## src/rtl/frame_store_writer.sv

```systemverilog
// Frame store writer: accepts a raster of pixel beats and turns each accepted
// beat into one registered memory write. Rows may be stored bottom-up and the
// channel order inside each pixel may be reversed. Every row starts on a
// 4-byte boundary, and the pad bytes at the end of a row are never written.
module frame_store_writer #(
    parameter int WIDTH        = 956,
    parameter int HEIGHT       = 635,
    parameter int PIX_PER_BEAT = 2,
    parameter int CH           = 3,
    parameter int DW           = 8,
    parameter int BOTTOM_UP    = 1,
    parameter int REVERSE_CH   = 1,
    parameter int ADDR_W       = 22
) (
    input  logic                             HCLK,
    input  logic                             HRESETn,
    input  logic                             start,
    input  logic                             in_valid,
    input  logic [PIX_PER_BEAT*CH*DW-1:0]    in_data,
    output logic                             in_ready,
    output logic                             mem_we,
    output logic [ADDR_W-1:0]                mem_addr,
    output logic [PIX_PER_BEAT*CH*DW-1:0]    mem_wdata,
    output logic                             busy,
    output logic                             frame_done,
    output logic                             drop_err
);

    localparam int BW         = PIX_PER_BEAT * CH * DW;
    localparam int BEAT_BYTES = BW / 8;
    localparam int ROW_BYTES  = WIDTH * CH * DW / 8;
    localparam int ROW_STRIDE = ((ROW_BYTES + 3) / 4) * 4;
    localparam int COLS       = WIDTH / PIX_PER_BEAT;
    localparam int CW         = (COLS > 1) ? $clog2(COLS) : 1;
    localparam int RW         = (HEIGHT > 1) ? $clog2(HEIGHT) : 1;

    typedef enum logic [1:0] {S_IDLE, S_ACTIVE, S_DONE} state_t;

    state_t              state_q, state_d;
    logic [CW-1:0]       col_q, col_d;
    logic [RW-1:0]       row_q, row_d;
    logic                drop_err_q, drop_err_d;
    logic                mem_we_q, mem_we_d;
    logic [ADDR_W-1:0]   mem_addr_q, mem_addr_d;
    logic [BW-1:0]       mem_wdata_q, mem_wdata_d;
    logic                accept, arm, col_last, row_last;
    logic [ADDR_W-1:0]   row_sel;

    // Reorders the channels of every pixel into memory byte order: pixel 0 at
    // the lowest bits, and inside a pixel either channel CH-1 or channel 0 lowest.
    function automatic logic [BW-1:0] pack_beat(input logic [BW-1:0] din);
        logic [BW-1:0] dout;
        int            ch;
        dout = '0;
        for (int p = 0; p < PIX_PER_BEAT; p++) begin
            for (int s = 0; s < CH; s++) begin
                ch = (REVERSE_CH != 0) ? (CH - 1 - s) : s;
                dout[p*CH*DW + s*DW +: DW] = din[p*CH*DW + (CH-1-ch)*DW +: DW];
            end
        end
        return dout;
    endfunction

    assign accept   = in_valid && (state_q == S_ACTIVE);
    assign arm      = (state_q == S_IDLE) && start;
    assign col_last = (col_q == CW'(COLS - 1));
    assign row_last = (row_q == RW'(HEIGHT - 1));

    // State register
    always_ff @(posedge HCLK) begin
        if (!HRESETn) state_q <= S_IDLE;
        else          state_q <= state_d;
    end

    // Next-state logic: the frame ends when the final beat of the last row is accepted
    always_comb begin
        state_d = state_q;
        case (state_q)
            S_IDLE:   if (start) state_d = S_ACTIVE;
            S_ACTIVE: if (accept && col_last && row_last) state_d = S_DONE;
            S_DONE:   state_d = S_IDLE;
            default:  state_d = S_IDLE;
        endcase
    end

    // State-decoded outputs; DONE lines up with the write of the final beat
    always_comb begin
        in_ready   = (state_q == S_ACTIVE);
        busy       = (state_q != S_IDLE);
        frame_done = (state_q == S_DONE);
    end

    // Column/row counters and sticky error next-state
    always_comb begin
        col_d      = col_q;
        row_d      = row_q;
        drop_err_d = drop_err_q;
        if (arm) begin
            col_d      = '0;
            row_d      = '0;
            drop_err_d = 1'b0;
        end else if (accept) begin
            if (col_last) begin
                col_d = '0;
                row_d = row_last ? '0 : row_q + 1'b1;
            end else begin
                col_d = col_q + 1'b1;
            end
        end
        // A beat offered outside ACTIVE is discarded and flagged
        if (in_valid && (state_q != S_ACTIVE)) drop_err_d = 1'b1;
    end

    // Write request next-state: address and data only move on an accepted beat
    always_comb begin
        row_sel     = (BOTTOM_UP != 0) ? (ADDR_W'(HEIGHT - 1) - ADDR_W'(row_q))
                                       : ADDR_W'(row_q);
        mem_we_d    = accept;
        mem_addr_d  = mem_addr_q;
        mem_wdata_d = mem_wdata_q;
        if (accept) begin
            mem_addr_d  = row_sel * ADDR_W'(ROW_STRIDE)
                        + ADDR_W'(col_q) * ADDR_W'(BEAT_BYTES);
            mem_wdata_d = pack_beat(in_data);
        end
    end

    // Counter, error flag and write-port registers
    always_ff @(posedge HCLK) begin
        if (!HRESETn) begin
            col_q       <= '0;
            row_q       <= '0;
            drop_err_q  <= 1'b0;
            mem_we_q    <= 1'b0;
            mem_addr_q  <= '0;
            mem_wdata_q <= '0;
        end else begin
            col_q       <= col_d;
            row_q       <= row_d;
            drop_err_q  <= drop_err_d;
            mem_we_q    <= mem_we_d;
            mem_addr_q  <= mem_addr_d;
            mem_wdata_q <= mem_wdata_d;
        end
    end

    assign mem_we    = mem_we_q;
    assign mem_addr  = mem_addr_q;
    assign mem_wdata = mem_wdata_q;
    assign drop_err  = drop_err_q;

endmodule

```

## config.mk

```make
export PLATFORM = sky130hd
export DESIGN_NAME = frame_store_writer
export DESIGN_NICKNAME = d
export VERILOG_FILES = /design/src/rtl/frame_store_writer.sv
export SDC_FILE = /design/constraint.sdc
export NUM_CORES = 1
export LEC_CHECK = 0
export CORE_ASPECT_RATIO = 0.6
export CORE_MARGIN = 2
export CORE_UTILIZATION = 49
export CTS_CLUSTER_SIZE = 20
export DETAILED_ROUTE_END_ITERATION = 10
export GPL_TIMING_DRIVEN = 0
export PLACE_DENSITY = 0.76
export SYNTH_ARGS = -nofsm -noshare
export SYNTH_HDL_FRONTEND = slang
export SYNTH_SLANG_ARGS = --single-unit
```

## constraint.sdc

```tcl
create_clock -name HCLK -period 6.16 [get_ports HCLK]
set_input_delay 1.848 -clock HCLK [delete_from_list [all_inputs] [get_ports HCLK]]
set_output_delay 1.848 -clock HCLK [all_outputs]
set_load 0.01 [all_outputs]
```

==> summary.md <==
| Metric | Value |
|---|---|
| Layout overhead on the synthesized area | 32.8% |
| Portion of the post-synthesis area used by sequential elements | 0.261 |
| Layout Skew | 9.45 ps |
| GRT Resource Usage Total | 0.235 |
| Leading cell types by total area after synthesis | sky130_fd_sc_hd__dfxtp_1 26%, sky130_fd_sc_hd__ha_1 14%, sky130_fd_sc_hd__fa_1 9.4% |
| CP max FO | 8 |
| Final GP Congestion | 0.908 |
| Antenna violations before repair | 0 |
| Sequence of cells on the critical path | ha_4 > or2_2 > nand4_1 > xor2_2 > buf_4 > xor2_1 > ha_1 > inv_1 > fa_1 > inv_1 > fa_1 > inv_1 > fa_1 > inv_1 > ha_4 > a21o_4 > a221oi_4 > o211ai_1 > a2111o_1 > a2111o_1 > o311ai_2 > xor2_1 > a211oi_2 |
| Cell at the root of the clock tree | sky130_fd_sc_hd__clkbuf_16 |
| Delay contributed by the slowest stage of the critical path | 580 ps |
| Crit. End Element | register |
| Slowest stage cell on the critical path | sky130_fd_sc_hd__fa_1 |
| Placeable core area | 0.0138 mm2 |
| GRT overflow | 0 |
| Flop and latch count out of synthesis | 92 |
| Residual antenna-violating net count after detailed routing | 0 |
| Level count of the clock H-tree | 3 |
| Source-to-sink clock delay at the later pin of the worst-skew pair | 340 ps |
| Number of antenna repair diodes | 0 |
| Largest area contributor in the netlist | sky130_fd_sc_hd__dfxtp_1 |
| Top-Level Pins | 127 |
| Crit path arrival time | 6220 ps |
| IR Drop Worst-Case VDD | 0.000151 V |
| Part of the cycle the worst path needs | 0.977 |
| Starting utilization of the core area | 0.510 |
| Die area | 0.0154 mm2 |
| TritonCTS clock tree | built |
| Final count of pins violating max slew | 0 |
| Y dimension of the die | 96.9 um |
| Final count of negative-setup-slack endpoints | 0 |
| Number of vias in the routed layout | 6387 |
| Post-synthesis cell count | 874 |
| Cell family with most CP delay | adder cells |
| Number of port buffers | 124 |
| Number of nets in the synthesized netlist | 1040 |
| Highest Clock Rate | 166 MHz |
| Detailed-router iteration count before antenna repair | 7 |
| HPWL Detailed | 14400 um |
| Post-route design area | 0.00936 mm2 |
| Net count, final | 1200 |
| Total Routed Length | 18700 um |
| Classification of the worst-slack hold path | register to register |
| EDFF count, synth | 0 |
| Run status | finished clean |
| Setup TNS Final | 0 ps |
| Clock buffer depth | 2 |
| Worst-margin pin slew | 775 ps |
| Synthesis Warnings | 0 |
| Avg Synthesized Cell Area | 8.06 um2 |
| Final min period | 6020 ps |
| Setup CP Type | register to register |
| Hold Fails Final Rpt | 0 |
| Main flop type after synthesis | sky130_fd_sc_hd__dfxtp_1 |
| Post-detailed-route DRC marker count | 0 |
| Number of buffers inserted during clock tree synthesis | 9 |
| Average routed wire per standard cell | 15.2 um |
| Sink count of the clock tree | 92 |
| Routed vias/inst | 5.19 |
| Static Leakage | 3.94 nW |
| Die width | 159 um |
| Number of filler cells placed in the layout | 1123 |
| Buffers plus inverters on the worst setup path | 5 |
| Required time reported for the critical path endpoint | 6360 ps |
| Maxcap violations | 0 |
| Critical path's most frequent cell | sky130_fd_sc_hd__inv_1 |
| First-pass GRT wire length | 29900 um |
| Largest net degree at the start of global routing | 17 |
| Post-Synthesis Cell Area | 0.00705 mm2 |
| Reg clk slew, reported paths | 70 ps |
| Row cnt | 33 |
| Top cell type's share of synthesized area | 0.261 |
| Power density over cell area | 144 mW/mm2 |
| Synth unique cells | 61 |
| Instance area after placement | 0.00853 mm2 |
| Number of global-route vias before repair | 5918 |
| R2R Setup Slk | 140 ps |
| Async set-reset flop share out of synthesis | 0 |
| Headroom to the max-slew limit | 0.484 |
| Number of DRC violations after detailed-routing iteration 0 | 351 |
| Layout cell share with drive strength beyond 1 | 0.100 |
| Critical Path Start Type | register |
area by class of cell:
| class | instances | area, um2 | share of cell area |
|---|---|---|---|
| Multi-Input combinational cell | 655 | 5010 | 0.536 |
| Sequential cell | 92 | 1850 | 0.198 |
| Timing Repair Buffer | 149 | 1440 | 0.154 |
| Inverter | 93 | 353 | 0.0377 |
| Tap cell | 192 | 240 | 0.0257 |
| Clock buffer | 10 | 239 | 0.0255 |
| Buffer | 34 | 154 | 0.0164 |
| Clock inverter | 6 | 70.1 | 0.00749 |
cells in the final DEF, fill, tap and decap left out, types with 7 or more instances in the layout:
master and count:
sky130_fd_sc_hd__clkdlybuf4s50_1 124, sky130_fd_sc_hd__nor2_1 56, sky130_fd_sc_hd__buf_1 7, sky130_fd_sc_hd__clkbuf_1 20, sky130_fd_sc_hd__nand2b_1 8, sky130_fd_sc_hd__nand2_1 150
sky130_fd_sc_hd__o211ai_1 8, sky130_fd_sc_hd__buf_4 26, sky130_fd_sc_hd__a21o_1 12, sky130_fd_sc_hd__xnor2_1 32, sky130_fd_sc_hd__fa_1 33, sky130_fd_sc_hd__dfxtp_1 90
sky130_fd_sc_hd__o21ai_0 18, sky130_fd_sc_hd__nand3_1 18, sky130_fd_sc_hd__a21oi_1 90, sky130_fd_sc_hd__ha_1 72, sky130_fd_sc_hd__inv_1 90, sky130_fd_sc_hd__nor3_1 11
sky130_fd_sc_hd__xor2_1 25, sky130_fd_sc_hd__clkbuf_16 9
worst register-to-register path: stages, from the launching register on:
cell and delay, ps:
sky130_fd_sc_hd__dfxtp_4 380, sky130_fd_sc_hd__ha_4 210, sky130_fd_sc_hd__or2_2 300, sky130_fd_sc_hd__nand4_1 190
sky130_fd_sc_hd__xor2_2 230, sky130_fd_sc_hd__buf_4 150, sky130_fd_sc_hd__xor2_1 70, sky130_fd_sc_hd__ha_1 290
sky130_fd_sc_hd__inv_1 50, sky130_fd_sc_hd__fa_1 490, sky130_fd_sc_hd__inv_1 70, sky130_fd_sc_hd__fa_1 580
sky130_fd_sc_hd__inv_1 70, sky130_fd_sc_hd__fa_1 490, sky130_fd_sc_hd__inv_1 60, sky130_fd_sc_hd__ha_4 260
sky130_fd_sc_hd__a21o_4 240, sky130_fd_sc_hd__a221oi_4 310, sky130_fd_sc_hd__o211ai_1 140, sky130_fd_sc_hd__a2111o_1 470
sky130_fd_sc_hd__a2111o_1 390, sky130_fd_sc_hd__o311ai_2 120, sky130_fd_sc_hd__xor2_1 240, sky130_fd_sc_hd__a211oi_2 100
synthesized netlist by cell type (4+ instances only):
library cell / n
sky130_fd_sc_hd__buf_1: 7
sky130_fd_sc_hd__and2_1: 4
sky130_fd_sc_hd__inv_1: 93
sky130_fd_sc_hd__nand2b_1: 8
sky130_fd_sc_hd__a211oi_1: 7
sky130_fd_sc_hd__nand3_1: 18
sky130_fd_sc_hd__dfxtp_1: 92
sky130_fd_sc_hd__or3_1: 6
sky130_fd_sc_hd__and3_1: 6
sky130_fd_sc_hd__fa_1: 33
sky130_fd_sc_hd__a21oi_1: 92
sky130_fd_sc_hd__a21o_1: 13
sky130_fd_sc_hd__o21ai_0: 22
sky130_fd_sc_hd__nand2_1: 153
sky130_fd_sc_hd__o211ai_1: 8
sky130_fd_sc_hd__xor2_1: 29
sky130_fd_sc_hd__buf_2: 5
sky130_fd_sc_hd__nor3b_1: 5
sky130_fd_sc_hd__ha_1: 81
sky130_fd_sc_hd__o21a_1: 5
sky130_fd_sc_hd__xnor2_1: 38
sky130_fd_sc_hd__nor3_1: 11
sky130_fd_sc_hd__nor2_1: 58
sky130_fd_sc_hd__clkbuf_1: 21
sky130_fd_sc_hd__nor2b_1: 6
sky130_fd_sc_hd__nand3b_1: 4
cell families after synthesis:
logic type               after synthesis  share of synthesized area
AND/OR/NAND/NOR                      297                      0.194
flip-flops                            92                      0.261
XOR/XNOR                              68                     0.0856
adder cells (fa/ha/maj)              114                      0.238
multiplexers                           3                    0.00462
buffers and inverters                128                     0.0698
AO/OA/AOI/OAI                        171                      0.147
other                                  1                   0.000532
registers in the layout, indices dropped and copies added (netlist names):
signal / count
col_q: 9
row_q: 10
mem_we: 1
state_q: 2
drop_err: 1
mem_addr: 21
mem_wdata: 48
worst paths after layout:
| path | startpoint | to | cells past startpoint |
|---|---|---|---|
| worst max register to register | row_q[0] | mem_addr[20] | 23 |
| worst min-delay path | mem_addr[6] | mem_addr[6] | 2 |
| worst min register to register | mem_addr[6] | mem_addr[6] | 2 |
| worst max-delay path | row_q[0] | mem_addr[20] | 23 |
layer usage:
layer	track usage	wire, um
met5	0	0
met4	0.0353	141
met3	0.0373	928
met2	0.347	7950
met1	0.363	9640
metrics by stage:
step                 util  setup WS [ps]  std cells  hold slack (ps)  power (W)
detailed placement  0.617           -890       1190              443   0.000789
CTS                 0.647          0.257       1209              452    0.00136
floorplan               -            133        874              476   0.000696
global placement    0.617           -669       1190              440   0.000787
finish              0.677            139       1231              450    0.00135
global route        0.677          -51.4       1231              475    0.00140
where the power goes:
group / total (W) / switching (W) / internal [W]
registers: 0.000624 / 0.0000104 / 0.000614
logic: 0.000151 / 0.0000723 / 0.0000788
clock network: 0.000575 / 0.000246 / 0.000329
what timing repair did:
| action | 4_1_cts | 5_1_grt |
|---|---|---|
| gates cloned | 0 | 1 |
| buffers inserted | 3 | 22 |
| hold buffers | 0 | 0 |
| gates resized for setup | 19 | 45 |
| setup endpoints to repair | 10 | 10 |
| pin swaps | 5 | 15 |
| hold endpoints to repair | 0 | 0 |
Power figures use the tool's default switching activity.
